--- config.mk ---
export PLATFORM = sky130hd
export DESIGN_NAME = mul2k_scaler
export DESIGN_NICKNAME = d
export VERILOG_FILES = /design/src/rtl/mul2k_scaler.sv
export SDC_FILE = /design/constraint.sdc
export NUM_CORES = 1
export LEC_CHECK = 0
export CORE_MARGIN = 4
export CORE_UTILIZATION = 50
export CTS_BUF_LIST = sky130_fd_sc_hd__clkbuf_2 sky130_fd_sc_hd__clkbuf_4 sky130_fd_sc_hd__clkbuf_8
export DETAILED_ROUTE_END_ITERATION = 8
export GPL_TIMING_DRIVEN = 1
export PLACE_DENSITY = 0.85
export SLEW_MARGIN = 30
export SYNTH_ARGS = -nofsm -noshare
export SYNTH_HDL_FRONTEND = slang
export SYNTH_SLANG_ARGS = --single-unit
--- constraint.sdc ---
create_clock -name clk -period 1.9 [get_ports clk]
set_input_delay 0.285 -clock clk [delete_from_list [all_inputs] [get_ports clk]]
set_output_delay 0.285 -clock clk [all_outputs]
set_load 0.05 [all_outputs]
--- src/rtl/mul2k_scaler.sv ---
// Sequential modular scaler: y = x * 2^k mod Q, one modular doubling per cycle.
// Single transaction in flight, valid/ready on both the input and output side.
module mul2k_scaler #(
  parameter int unsigned Q  = 3329,
  parameter int unsigned W  = 12,
  parameter int unsigned KW = 3
) (
  input  logic          clk,
  input  logic          reset,
  input  logic          in_valid,
  output logic          in_ready,
  input  logic [W-1:0]  in_x,
  input  logic [KW-1:0] in_k,
  output logic          out_valid,
  input  logic          out_ready,
  output logic [W-1:0]  out_y
);

  localparam int unsigned W1 = W + 1;
  localparam logic [W1-1:0] Q_EXT = W1'(Q);

  typedef enum logic [1:0] {
    S_IDLE,
    S_BUSY,
    S_DONE
  } state_t;

  state_t        r_state;
  logic [W-1:0]  r_acc;
  logic [KW-1:0] r_cnt;
  logic          r_in_ready;
  logic          r_out_valid;
  logic [W-1:0]  r_out_y;

  logic [W1-1:0] w_x_ext;
  logic [W-1:0]  w_red;
  logic [W1-1:0] w_dbl_t;
  logic [W-1:0]  w_dbl;

  // Input reduction: any W-bit value is below 2Q, so one conditional subtract lands in [0,Q).
  assign w_x_ext = {1'b0, in_x};
  assign w_red   = (w_x_ext >= Q_EXT) ? W'(w_x_ext - Q_EXT) : in_x;

  // Modular doubling on W+1 bits; with acc < Q the result again fits in [0,Q).
  assign w_dbl_t = {r_acc, 1'b0};
  assign w_dbl   = (w_dbl_t >= Q_EXT) ? W'(w_dbl_t - Q_EXT) : W'(w_dbl_t);

  always_ff @(posedge clk) begin
    if (reset) begin
      r_state     <= S_IDLE;
      r_acc       <= '0;
      r_cnt       <= '0;
      r_in_ready  <= 1'b1;
      r_out_valid <= 1'b0;
      r_out_y     <= '0;
    end else begin
      case (r_state)
        S_IDLE: begin
          if (in_valid) begin
            r_acc      <= w_red;
            r_cnt      <= in_k;
            r_in_ready <= 1'b0;
            if (in_k == '0) begin
              r_state     <= S_DONE;
              r_out_valid <= 1'b1;
              r_out_y     <= w_red;
            end else begin
              r_state <= S_BUSY;
            end
          end
        end
        S_BUSY: begin
          r_acc <= w_dbl;
          r_cnt <= r_cnt - KW'(1);
          if (r_cnt == KW'(1)) begin
            r_state     <= S_DONE;
            r_out_valid <= 1'b1;
            r_out_y     <= w_dbl;
          end
        end
        S_DONE: begin
          // Result is held until taken; in_ready only returns the cycle after.
          if (out_ready) begin
            r_state     <= S_IDLE;
            r_out_valid <= 1'b0;
            r_in_ready  <= 1'b1;
          end
        end
        default: begin
          r_state     <= S_IDLE;
          r_in_ready  <= 1'b1;
          r_out_valid <= 1'b0;
        end
      endcase
    end
  end

  assign in_ready  = r_in_ready;
  assign out_valid = r_out_valid;
  assign out_y     = r_out_y;

endmodule

== After elaboration in Yosys (flattened, before gate mapping) ==
Index checks and enable logic that the tools add are counted.

* Bits in registers: 31
* ROM bits: 0
* Memories: 0
* Output and inout port bits: 14
* RAM bits: 0
* Input bits: 19
* Logic and storage cells: 50
* Latch bits: 0

* Divide/modulo/power cells: 0
* Shifts and indexed selects: 0
* Mux-type cells: 23
* Bitwise logic cells: 1
* Reductions and logical operators: 8
* Add/subtract/negate cells: 3
* Equal/unequal tests: 7
* Magnitude comparators: 2
* $mul: 0

{| class="wikitable"
|+ Operators with widths
! kind !! count
|-
| two-way mux 12 bit || 6
|-
| case mux 12 bit (2 select lines) || 2
|-
| subtractor 12 bit, second input constant || 2
|-
| >= comparator 13 x 12 -> 1 bit, second input constant || 1
|-
| >= comparator 12 bit, second input constant || 1
|-
| two-way mux 2 bit || 4
|-
| != test 2 bit, second input constant || 4
|-
| AND reduction 4 bit || 2
|-
| two-way mux 1 bit || 6
|-
| case mux 1 bit (3 select lines) || 2
|-
| case mux 2 bit (3 select lines) || 1
|-
| case mux 3 bit (2 select lines) || 1
|-
| AND reduction 3 bit || 2
|-
| equality test 3 x 1 -> 1 bit, second input constant || 1
|-
| zero test 3 bit || 1
|-
| two-way mux 3 bit || 1
|-
| subtractor 3 x 1 -> 3 bit, second input constant || 1
|-
| equality test 2 x 1 -> 1 bit, second input constant || 1
|-
| equality test 2 bit, second input constant || 1
|-
| zero test 2 bit || 1
|-
| AND reduction 2 bit || 1
|-
| nonzero test 2 bit || 1
|-
| inverter 1 bit || 1
|}

== Depth between registers and ports, before layout ==
* Word-level depth: 5
* Mapped depth: 8
* Mapped depth without buffers: 8

== Worst setup path after synthesis ==
Ideal clock, no wire load.

* Kind: register -> register
* From: register r_acc[0]
* To: register r_acc[3]
* Arrival time: 1.726 ns
* Cell stages (with the launch flop): 9
* Path slack: 0.040 ns
* Library setup time: 0.134 ns
* Period minus slack after synthesis: 1.860 ns
* Buffers on the path: 0
* Data required time: 1.766 ns
* Cell sequence: dfxtp_1 inv_1 ha_1 nor4b_4 a211oi_1 o21ai_0 xnor2_1 o21ai_0 o22ai_1

* Longest elaborated chain between the ends: 3
* Elaborated cells between the ends (all ways): 4
* Classes of those cells: 1 x add/sub; 1 x order compare; 2 x mux

{| class="wikitable"
|+ Ends and longest elaborated chain
! element !! RTL line !! text
|-
| start, declared || 29 || <nowiki>logic [W-1:0] r_acc;</nowiki>
|-
| start signal, assigned || 60 || <nowiki>r_acc <= w_red;</nowiki>
|-
| start signal, assigned || 73 || <nowiki>r_acc <= w_dbl;</nowiki>
|-
| subtractor 12 bit or >= comparator 13 x 12 -> 1 bit (tied branches) || 46 || <nowiki>assign w_dbl = (w_dbl_t >= Q_EXT) ? W'(w_dbl_t - Q_EXT) : W'(w_dbl_t);</nowiki>
|-
| two-way mux 12 bit (*) || 46 ||
|-
| case mux 12 bit (2 select lines) (*) || 57 || <nowiki>case (r_state)</nowiki>
|}

Every way passes the cells marked *; elsewhere a longest branch is shown, timed or not.
A chain may end at the register's enable or synchronous reset.

== Final worst setup path ==
* From: register r_acc[1]
* To: register r_acc[3]

The elaborated chain is that of the path after synthesis.

==> run metrics <==
achievable frequency 533.0 MHz; DRT Wirelength 6948 um; Place WS -0.6079 ns; port bufs 32; CTS Hold Buffers Added 0; Clock Power Share 27.9%; All-Layer GR Usage 26.13%; Peak supply drop 0.3474 mV; fillers 276; CTS tree yes; Syn Nets 293; Flop pwr share 32.1%; count of flip-flops with a built-in enable after synthesis 0; Slew headroom 56.62%; vias in the first global route 2337; sw frac 35.67%; Synth Warn # 0; Area Growth Syn to Fin 51.56%; post-synth top area cell dfxtp_1; Avg WL per Cell 17.07 um; Max FO, Critical Path 4; crit start category register; Reg clk slew, reported paths 0.07 ns; 1st-iter DRT viols 258; R2R cell count 8; global route overflow 0; ratio of cells with drive above 1 in the final layout 29.97%; critical path arrival 2.04 ns; std cell rows 23; Synth Area per Inst 7.614 um2; Core Area 3971 um2; clock root buffer clkbuf_8; Synth Cell Area 2048 um2; Sink Count 31; P_leak 0.001275 uW; ys flop type dfxtp_1; status finished, final reports clean; largest net degree at the start of global routing 20; initial antenna violation count 0; n_diodes 0; Max Cap Viol 0; Worst path top cell family by delay compound AO/OA/AOI/OAI gates; most area-consuming cells after synthesis dfxtp_1 30%, nand2_1 5.3%, a21oi_1 5.1%; Final Hold Vio Count 0; Critical Path Stages 8; final critical path time including I/O delays and setup 1.876 ns; Die Y 72.01 um; Setup Skew 0.002000 ns; placed cell area 2819 um2; switching pwr 872.6 uW; Pint 1574 uW; Final Wtd Congestion 1.002; Worst Tran Pin Value 0.6507 ns; TNS Setup 0 ns; Final Max Tran Viols 0; Final Worst Setup Slack 0.02399 ns; vias per cell 6.150; CTS Buffer Depth 2; final instance area 3104 um2; worst skew pair latency 0.29 ns; DRC Markers 0; crit-path max cell delay 0.35 ns; Crit-path slowest cell dfxtp_2; Yosys cell types 52; Post-DRT Antenna Nets 0; Post-Syn Instances 269; H-tree levels 2; Async SR Flop Fraction 0%; Power, Total 2446 uW; total via count in the routed design 2503; hold depth 2; Initial Util 51.58%; hold crit path type reg -> reg; Comb power frac 40.0%; Yosys reg bits 31; Detailed Routing Iterations Pass 1 6; Synth top area share 30.30%; Power Density 788.1 nW/um2; DP Wirelength 4960 um; nets 380; Buf/Inv on CP 1; period utilization 98.74%; cell with the most instances after synthesis dfxtp_1; Post-synth top cells 31 x dfxtp_1, 29 x nand2_1, 27 x nor2_1, 21 x a21oi_1, 16 x o21ai_0; Seq/Total Area, Yosys 30.30%; first-pass GRT wire length 10630 um; die area 5185 um2; Worst EP required 2.06 ns; io pins 33; CP endpoint kind register; CP Class reg -> reg; cell breakdown of the critical path inv_2, ha_4, nor4b_4, a211oi_2, o21ai_0, xnor2_1, o21ai_1, o22ai_1; number of setup violations in the final report 0; Die Wd 72.01 um; RSZ-0062 raised after global routing yes; Num CTS Buffers 5
-- per-stage QoR --
step	cells	utilization (%)	hold WS, ns
after global routing	407	78.17	0.4807
after detailed placement	397	70.98	0.4455
final	407	78.17	0.4544
after floorplan	269	-	0.4694
after CTS	406	75.20	0.4547
after global placement	397	70.98	0.4435
-- path summary, 6_finish.rpt --
kind	slack (ns)	endpoint	startpoint
setup / recovery	0.02	r_acc[3]$_SDFFE_PP0P_	r_acc[1]$_SDFFE_PP0P_
hold / removal	0.45	out_y[10]$_SDFFE_PP0P_	out_y[10]$_SDFFE_PP0P_
setup reg to reg	0.02	r_acc[3]$_SDFFE_PP0P_	r_acc[1]$_SDFFE_PP0P_
hold reg to reg	0.45	out_y[10]$_SDFFE_PP0P_	out_y[10]$_SDFFE_PP0P_
-- area by class of cell --
type	instances	area [um2]	share of cell area, %
inverters	12	45.04	1.451
clock buffers	6	82.58	2.660
multi-input cells	210	1449	46.67
well taps	50	62.56	2.015
repair buffers	96	807.0	26.00
clock inverters	2	35.03	1.129
flip-flops and latches	31	623.1	20.07
-- per-layer routing --
layer	GRT usage (%)	share of wire [%]	wire [um]
met3	5.402	8.2	569
met2	46.53	51	3523
met4	12.94	3.4	235
met5	0	0	0
met1	29.44	38	2619
-- what timing repair did --
| action | in CTS | in global routing |
|---|---|---|
| gates resized for setup | 13 | 26 |
| setup buffers | 1 | 1 |
| pin swaps | 6 | 15 |
| setup endpoints to repair | 22 | 19 |
-- cell usage in the layout (no fill, tap or decap), types with 3 or more instances in the layout --
cell,netlist,final
o211ai_1,4,4
a211oi_2,0,3
clkbuf_8,0,6
dlymetal6s2s_1,0,3
xnor2_1,6,6
nor2b_1,5,4
a211oi_1,11,8
ha_1,5,3
nand3_1,8,8
inv_1,12,9
nand4_1,3,3
nand2_1,29,29
a31oi_1,10,8
a31o_2,3,3
dfxtp_1,31,29
buf_4,0,64
nand3b_1,3,3
clkdlybuf4s50_1,0,27
a21oi_2,1,3
and3_1,5,5
a21oi_1,21,18
o21ai_0,16,14
mux2i_1,3,3
nor2_1,27,25
nor3_1,6,5
inv_2,0,3
o22ai_1,9,9
-- registers in the layout (all words and copies together) (netlist names) --
signal     flops
r_state        2
r_acc         12
out_y         12
out_valid      1
r_cnt          3
in_ready       1
-- worst register-to-register path, cell delays in order (launching register included) --
cell      delay [ns]
dfxtp_2         0.35
inv_2           0.06
ha_4            0.15
nor4b_4         0.13
a211oi_2        0.34
o21ai_0         0.17
xnor2_1         0.16
o21ai_1         0.25
o22ai_1         0.15
-- cell families (layout without fill, tap and decap cells) --
logic type,after synthesis,count (layout),share of synthesized area [%]
fa+ha+maj,5,5,3.054
simple gates,107,107,28.59
compound gates,87,87,27.19
mux,3,3,1.466
xor+xnor,8,8,3.421
flops,31,31,30.30
buf+inv,28,116,5.986
-- power groups by stage --
stage	Combinational [uW]	Sequential, uW	Clock, uW
finish	978	786	682
global route	1050	790	714
CTS	892	776	679
detailed placement	867	790	0
global placement	841	785	0
floorplan	432	854	0
No activity file was read; power rests on OpenSTA's default activity.
